===== src/rtl/sram_init_array.sv =====
// sram_init_array
//
// Register-array SRAM with one write port and one read port. Its contents
// are defined by hardware rather than by simulator initial blocks. After
// reset release, and in READY whenever init_req is sampled, the array
// passes through an INIT phase before it accepts reads and writes again.
//
// Build option SRAM_INIT_HWCLR_EN:
//   defined   - INIT is a hardware sweep that writes INIT_VALUE to one entry
//               per rising edge, DEPTH edges in total. init_req starts a new
//               sweep.
//   undefined - there is no sweep counter, and INIT lasts a single edge.
//               Entries that have not been written since reset read as
//               INIT_VALUE, and init_req is ignored.
//
// Ports:
//   clk        sole clock; all state updates on the rising edge
//   rst_n      asynchronous, active-low reset
//   init_req   request a new clear sweep (sampled only in READY)
//   init_done  high in READY; gates acceptance of wen/ren
//   wen/waddr/wdata  write port; addresses >= DEPTH are dropped
//   ren/raddr        read port; addresses >= DEPTH read as 0
//   rdata      registered read data, 0 whenever rvalid is 0
//   rvalid     one-cycle pulse, one cycle after an accepted ren
//   is_zero    registered, rvalid && rdata == 0
//
// Handshake: no back-pressure. An enable is accepted on any rising edge
// where init_done is high. Each accepted ren produces exactly one rvalid
// pulse on the following cycle, and rdata/is_zero are qualified by it.
// The init_done output is the FSM state (1 = READY), so it doubles as the
// debug view of the state machine.

module sram_init_array #(
  parameter int unsigned       WIDTH      = 112,
  parameter int unsigned       DEPTH      = 32,
  parameter logic [WIDTH-1:0]  INIT_VALUE = {WIDTH{1'b0}},
  localparam int unsigned      ADDR_W     = $clog2(DEPTH)
) (
  input  logic              clk,
  input  logic              rst_n,
  input  logic              init_req,
  output logic              init_done,
  input  logic              wen,
  input  logic [ADDR_W-1:0] waddr,
  input  logic [WIDTH-1:0]  wdata,
  input  logic              ren,
  input  logic [ADDR_W-1:0] raddr,
  output logic [WIDTH-1:0]  rdata,
  output logic              rvalid,
  output logic              is_zero
);

  typedef enum logic {
    ST_INIT  = 1'b0,
    ST_READY = 1'b1
  } state_t;

  // One extra bit so that DEPTH itself is representable for range checks.
  localparam logic [ADDR_W:0] DEPTH_CMP = (ADDR_W+1)'(DEPTH);

  state_t             state_q, state_d;
  logic [WIDTH-1:0]   mem [DEPTH];

  logic               mem_we;
  logic [ADDR_W-1:0]  mem_waddr;
  logic [WIDTH-1:0]   mem_wdata;

  logic               wr_in_range;
  logic               rd_in_range;
  logic [WIDTH-1:0]   rd_entry;

  logic [WIDTH-1:0]   rdata_q, rdata_d;
  logic               rvalid_q, rvalid_d;
  logic               is_zero_q, is_zero_d;

  assign init_done   = (state_q == ST_READY);
  assign wr_in_range = ({1'b0, waddr} < DEPTH_CMP);
  assign rd_in_range = ({1'b0, raddr} < DEPTH_CMP);

`ifdef SRAM_INIT_HWCLR_EN
  localparam logic [ADDR_W-1:0] LAST_IDX = ADDR_W'(DEPTH - 1);

  logic [ADDR_W-1:0] cnt_q, cnt_d;

  // Next-state logic: sweep one entry per edge, then serve accesses.
  always_comb begin
    state_d = state_q;
    cnt_d   = cnt_q;
    if (state_q == ST_INIT) begin
      cnt_d = cnt_q + 1'b1;
      if (cnt_q == LAST_IDX) begin
        state_d = ST_READY;
        cnt_d   = '0;
      end
    end else if (init_req) begin
      state_d = ST_INIT;
      cnt_d   = '0;
    end
  end

  always_ff @(posedge clk or negedge rst_n) begin
    if (!rst_n) begin
      state_q <= ST_INIT;
      cnt_q   <= '0;
    end else begin
      state_q <= state_d;
      cnt_q   <= cnt_d;
    end
  end

  // The sweep owns the write port during INIT, and user writes own it in
  // READY. A write in the same cycle as init_req still lands, and the sweep
  // overwrites it later.
  always_comb begin
    mem_we    = 1'b0;
    mem_waddr = waddr;
    mem_wdata = wdata;
    if (state_q == ST_INIT) begin
      mem_we    = 1'b1;
      mem_waddr = cnt_q;
      mem_wdata = INIT_VALUE;
    end else if (wen && wr_in_range) begin
      mem_we = 1'b1;
    end
  end

  assign rd_entry = mem[raddr];
`else
  // Without the sweep, a per-entry "written" flag stands in for the clear.
  // An entry that has not been written since reset reads as INIT_VALUE, so
  // the storage itself never needs an initial value.
  logic [DEPTH-1:0] loaded_q, loaded_d;
  logic             unused_init_req;

  assign unused_init_req = init_req;

  always_comb begin
    state_d = state_q;
    if (state_q == ST_INIT) begin
      state_d = ST_READY;
    end
  end

  always_comb begin
    mem_we    = 1'b0;
    mem_waddr = waddr;
    mem_wdata = wdata;
    if ((state_q == ST_READY) && wen && wr_in_range) begin
      mem_we = 1'b1;
    end
  end

  always_comb begin
    loaded_d = loaded_q;
    if (mem_we) begin
      loaded_d[mem_waddr] = 1'b1;
    end
  end

  always_ff @(posedge clk or negedge rst_n) begin
    if (!rst_n) begin
      state_q  <= ST_INIT;
      loaded_q <= '0;
    end else begin
      state_q  <= state_d;
      loaded_q <= loaded_d;
    end
  end

  always_comb begin
    rd_entry = mem[raddr];
    if (!loaded_q[raddr]) begin
      rd_entry = INIT_VALUE;
    end
  end
`endif

  // Storage is deliberately not reset.
  always_ff @(posedge clk) begin
    if (mem_we) begin
      mem[mem_waddr] <= mem_wdata;
    end
  end

  // Read path. The write-first bypass forwards wdata when a write hits the
  // entry being read. Out-of-range reads still pulse rvalid but return 0.
  always_comb begin
    rvalid_d  = 1'b0;
    rdata_d   = '0;
    is_zero_d = 1'b0;
    if ((state_q == ST_READY) && ren) begin
      rvalid_d = 1'b1;
      if (rd_in_range) begin
        if (wen && (waddr == raddr)) begin
          rdata_d = wdata;
        end else begin
          rdata_d = rd_entry;
        end
      end
      is_zero_d = (rdata_d == '0);
    end
  end

  always_ff @(posedge clk or negedge rst_n) begin
    if (!rst_n) begin
      rvalid_q  <= 1'b0;
      rdata_q   <= '0;
      is_zero_q <= 1'b0;
    end else begin
      rvalid_q  <= rvalid_d;
      rdata_q   <= rdata_d;
      is_zero_q <= is_zero_d;
    end
  end

  assign rvalid  = rvalid_q;
  assign rdata   = rdata_q;
  assign is_zero = is_zero_q;

endmodule

===== config.mk =====
export PLATFORM = sky130hd
export DESIGN_NAME = sram_init_array
export DESIGN_NICKNAME = d
export VERILOG_FILES = /design/src/rtl/sram_init_array.sv
export SDC_FILE = /design/constraint.sdc
export NUM_CORES = 2
export LEC_CHECK = 0
export BUFFER_PORTS_ARGS = -buffer_cell sky130_fd_sc_hd__buf_2
export CAP_MARGIN = 25
export CORE_UTILIZATION = 34
export DETAILED_ROUTE_END_ITERATION = 7
export PLACE_DENSITY = 0.55
export SYNTH_ARGS = -nofsm -noshare
export SYNTH_HDL_FRONTEND = slang
export SYNTH_SLANG_ARGS = --single-unit

===== constraint.sdc =====
create_clock -name clk -period 8.29 [get_ports clk]
set_input_delay 0.829 -clock clk [delete_from_list [all_inputs] [get_ports clk]]
set_output_delay 0.829 -clock clk [all_outputs]
set_load 0.01 [all_outputs]

== Word-level counts from Yosys, hierarchy flattened ==
Memories as Yosys holds them, arrays and structs flattened.
Cells that the tools add are included.

* $lt $le $gt $ge: 3
* Eq/ne operators: 1
* Mux-type cells: 13
* Bitwise operators: 1
* Reductions and logical operators: 5

{| class="wikitable"
|+ Operators with widths
! cell !! number
|-
| $mux W112 || 4
|-
| $logic_not A112 Y1 || 1
|-
| $or A32 B32 Y32 || 1
|-
| $lt A5 B6 Y1 const B || 2
|-
| $mux W1 || 7
|-
| $bmux W1 S5 || 1
|-
| $demux W1 S5 || 1
|-
| $eq A5 B5 Y1 || 1
|-
| $ge A5 B1 Y1 const B || 1
|-
| $logic_and A1 B1 Y1 || 4
|}

* Flip-flop bits (word level): 147
* Memory bits (writable): 3584
* Input bits: 127
* Output and inout bits: 115
* Word-level logic and storage cells: 29
* Memories: 1

{| class="wikitable"
|+ Memories
! name !! words !! width !! read ports !! clocked after Yosys merged registers in !! write ports !! line !! source
|-
| mem || 32 || 112 || 1 || 0 || 1 || 62 || <nowiki>logic [WIDTH-1:0] mem [DEPTH];</nowiki>
|}

== Depth between registers and ports, before layout ==
* Depth after elaboration: 7
* Mapped depth: 17
* Gate-level depth less buffers: 9

== Least setup slack after synthesis ==
Ideal clock, no wire load.

* Path kind: input port to flip-flop
* Start point: in waddr[4]
* End point: reg loaded_q[19]
* Setup time: 0.095 ns
* Data arrival time: 6.806 ns
* Required time: 8.195 ns
* Slack: 1.389 ns
* Cell stages on the path: 4
* Path buffers: 1
* Path through: clkbuf_1 > or3b_2 > nor2_1 > or2_2

* Longest elaborated chain between the ends: 5
* Elaborated cells on any way between the ends: 6
* Classes of those cells: order compare: 2; mux: 2; bitwise: 1; reduce/logical: 1

{| class="wikitable"
|+ Ends and longest elaborated chain
! element !! line !! source
|-
| from (decl) || 44 || <nowiki>input logic [ADDR_W-1:0] waddr,</nowiki>
|-
| $lt A5 B6 Y1 (not written as such) or $ge A5 B1 Y1 (tied branches) || 156 || <nowiki>loaded_d[mem_waddr] = 1'b1;</nowiki>
|-
| $logic_and A1 B1 Y1 (not written as such) || 156 ||
|-
| $mux W1 (not written as such) || 156 ||
|-
| $demux W1 S5 * || 156 ||
|-
| $or A32 B32 Y32 (no source line) * || -- ||
|-
| to (signal assigned) || 166 || <nowiki>loaded_q <= loaded_d;</nowiki>
|-
| to (decl) || 132 || <nowiki>logic [DEPTH-1:0] loaded_q, loaded_d;</nowiki>
|}

Every way passes the cells marked *; elsewhere a longest branch is shown, timed or not.
A chain may end at the register's enable or synchronous reset.

== Worst setup path after layout ==
* Start point: in raddr[0]
* End point: reg is_zero_q, in the netlist is_zero

* Longest elaborated chain between the ends: 7
* Elaborated cells on any way between the ends: 10
* Classes of those cells: eq/ne: 1; mux: 6; reduce/logical: 2; memory: 1

{| class="wikitable"
|+ Ends and longest elaborated chain
! element !! line !! source
|-
| from (decl) || 47 || <nowiki>input logic [ADDR_W-1:0] raddr,</nowiki>
|-
| $bmux W1 S5 || 172 || <nowiki>if (!loaded_q[raddr]) begin</nowiki>
|-
| $mux W1 (not written as such) || 172 ||
|-
| $mux W112 || 172 ||
|-
| $mux W112 * || 194 || <nowiki>if (wen && (waddr == raddr)) begin</nowiki>
|-
| $mux W112 * || 191 || <nowiki>if ((state_q == ST_READY) && ren) begin</nowiki>
|-
| $logic_not A112 Y1 * || 200 || <nowiki>is_zero_d = (rdata_d == '0);</nowiki>
|-
| $mux W1 * || 191 ||
|-
| via is_zero_d || 74 || <nowiki>logic is_zero_q, is_zero_d;</nowiki>
|-
| to (signal assigned) || 212 || <nowiki>is_zero_q <= is_zero_d;</nowiki>
|-
| to (decl) || 74 ||
|}

The timed path passes the listed nets; every way through them passes the cells marked *. The select of a mux whose other input is x is not followed.

==> results.sh <==
export IMPL_viasPerCell=5.75
export IMPL_finalHoldViolCount=0
export IMPL_path_class="in -> reg"
export IMPL_ant_nets=0
export IMPL_yosys_warnings=0
export IMPL_antenna_found_initial=97
export IMPL_ir_drop_uv=159
export IMPL_rsz0062_at_grt="no"
export IMPL_finalCritPeriodShare_pct=61.5
export IMPL_hpwl_um=236000
export IMPL_worst_setup_path_start_kind="primary input"
export IMPL_tns_ps=0
export IMPL_grt_pass1_vias=75000
export IMPL_cts_resized=0
export IMPL_synth_edf_count=3584
export IMPL_wl_um=457000
export IMPL_path_delay_family="simple AND/OR/NAND/NOR gates"
export IMPL_dieArea_mm2=0.423
export IMPL_rows=237
export IMPL_post_drt_wl_per_cell_um=34.8
export IMPL_synthArstFlopShare_pct=3.94
export IMPL_clockRootBuffer="clkbuf_16"
export IMPL_dieWidth_um=650
export IMPL_cap_violations=0
export IMPL_layoutNonFillerInstCount=13100
export IMPL_place_ws_ps=2310
export IMPL_port_buffer_count=240
export IMPL_ys_seq_area_share_pct=77.9
export IMPL_firstDrtPassIters=5
export IMPL_max_freq_mhz=196
export IMPL_numCtsBuffers=390
export IMPL_cp_required_ps=9140
export IMPL_die_height_um=650
export IMPL_synth_cells=6835
export IMPL_synth_nets=6962
export IMPL_final_nets=7397
export IMPL_grt_total_usage_pct=21.1
export IMPL_yosysTopAreaCellShare_pct=75.3
export IMPL_hold_class="in -> reg"
export IMPL_clk_pin_slew_ps=60
export IMPL_synth_area_leaders="edfxtp_1 (75%), mux4_2 (10%), mux2i_1 (4.4%)"
export IMPL_slowest_stage="nor4_1"
export IMPL_drive_above_1_share_pct=23.4
export IMPL_avgSynthCellArea_um2=20.9
export IMPL_synth_top_area_cell="edfxtp_1"
export IMPL_drc=0
export IMPL_grt_start_max_net_pins=109
export IMPL_worstMarginPinSlew_ps=1230
export IMPL_finalSetupViolations=0
export IMPL_yosys_register_bits=3731
export IMPL_cp_arrival_ps=5950
export IMPL_cts_max_level=5
export IMPL_coreArea_mm2=0.418
export IMPL_cts_tree="done"
export IMPL_place_congestion=0.771
export IMPL_vias=75500
export IMPL_status="completed"
export IMPL_syn2layout_area_growth_pct=15.1
export IMPL_synth_cell_type_count=61
export IMPL_clock_path_buffers=4
export IMPL_clk_latency_ps=950
export IMPL_place_inst=12400
export IMPL_post_route_min_period_ps=5100
export IMPL_crit_fanout=57
export IMPL_synth_main_ff_cell="edfxtp_1"
export IMPL_netlist_area_mm2=0.143
export IMPL_p_per_area_mw_per_mm2=247
export IMPL_path_cells="buf_12, buf_4, mux4_2, or2_2, a21oi_1, o22ai_1, nor4_1, a31oi_1, and3b_1, nand4_1, nor4_1"
export IMPL_clock_sinks=3731
export IMPL_drtIter0Drc=9421
export IMPL_yosysMostFrequentCell="edfxtp_1"
export IMPL_critPathCaptureType="flop"
export IMPL_ioPinCount=242
export IMPL_p_leak_uw=0.0531
export IMPL_setup_ws_ps=3190
export IMPL_drv_slew=0
export IMPL_initial_utilization_pct=34.2
export IMPL_synthTopCellsByCount="edfxtp_1 (3584), mux4_2 (636), mux2i_1 (622)"
export IMPL_cpPeakStageDelay_ps=1020
export IMPL_gr_total_overflow=0
export IMPL_crit_buf_inv=2
export IMPL_skew_ps=51.7
export IMPL_cpMostUsedCell="nor4_1"
export IMPL_grt_pass1_wl_um=624000
export IMPL_relSlewSlack_pct=17.7
final timing paths:
path                               from           to  slack (ps)  cells past startpoint
hold reg to reg             loaded_q[1]  loaded_q[1]         460                      1
setup reg to reg           loaded_q[26]      is_zero        3690                     10
hold / removal                wdata[23]  mem[26][23]         370                      1
min in group asynchronous         rst_n   rdata[106]         450                      2
max in group asynchronous         rst_n       rvalid        5880                      4
setup / recovery               raddr[0]      is_zero        3190                     11
per-layer routing:
layer,wire length [um],vias to the layer above,GRT usage (%)
li1,-,29800,-
met1,186000,41400,29.0
met2,221000,3557,34.7
met3,34900,760,3.27
met4,14500,28,6.19
met5,172,-,0
state kept, by name (all words and copies together), names as in the netlist:
register	flops
is_zero	1
init_done	1
mem	3584
rdata	112
rvalid	1
loaded_q	32
kinds of logic (layout without fill, tap and decap cells):
logic type	count (synthesis)	after routing	synth area share, %
buf+inv	418	1178	1.30
flops	3731	3731	77.9
xor+xnor	5	5	0.0306
compound gates	858	858	4.42
other cells	1	39	0.00262
simple gates	536	536	1.79
mux	1286	1286	14.6
power breakdown:
group          leakage, uW  internal (uW)  switching, uW
logic               0.0128            766           1740
clock network      0.00614           9850           7380
registers           0.0342          20800           41.5
layout by cell type (no fill, tap or decap), drive strengths merged, types with 51 or more instances in the layout:
cell | Yosys | layout
a22oi | 130 | 130
mux2i | 622 | 622
edfxtp | 3584 | 3584
nor2 | 198 | 198
a221o | 53 | 53
dfrtp | 147 | 147
clkinv | 2 | 151
nor3 | 60 | 60
o21ai | 123 | 123
clkbuf | 156 | 516
a221oi | 257 | 257
buf | 256 | 453
a21oi | 123 | 123
mux4 | 636 | 636
nand2 | 88 | 88
or2 | 51 | 51
stage by stage:
step           hold slack (ps)  utilization, %  area, um2  total power, uW
4_1_cts                    297            39.4     164000            40800
2_1_floorplan              434               -     143000            22500
5_1_grt                    355            39.4     164000            41600
3_5_place_dp               449            36.4     152000            23700
6_report                   366            39.4     165000            40600
3_3_place_gp               445            36.4     152000            23700
final cells by class:
class | count | area, um2
Tap cell | 5497 | 6880
Fill cell | 37100 | 253000
Clock inverter | 202 | 1940
Inverter | 6 | 37.5
Clock buffer | 515 | 10600
Antenna cell | 38 | 95.1
Multi-Input combinational cell | 2686 | 30100
Timing Repair Buffer | 455 | 3560
Sequential cell | 3731 | 111000
repair_timing:
item / CTS / global route
buffers inserted: 0 / 0
endpoints found under the hold margin: 60 / 0
hold buffers: 1 / 0
Note: power is estimated with default switching activity, not from simulation.
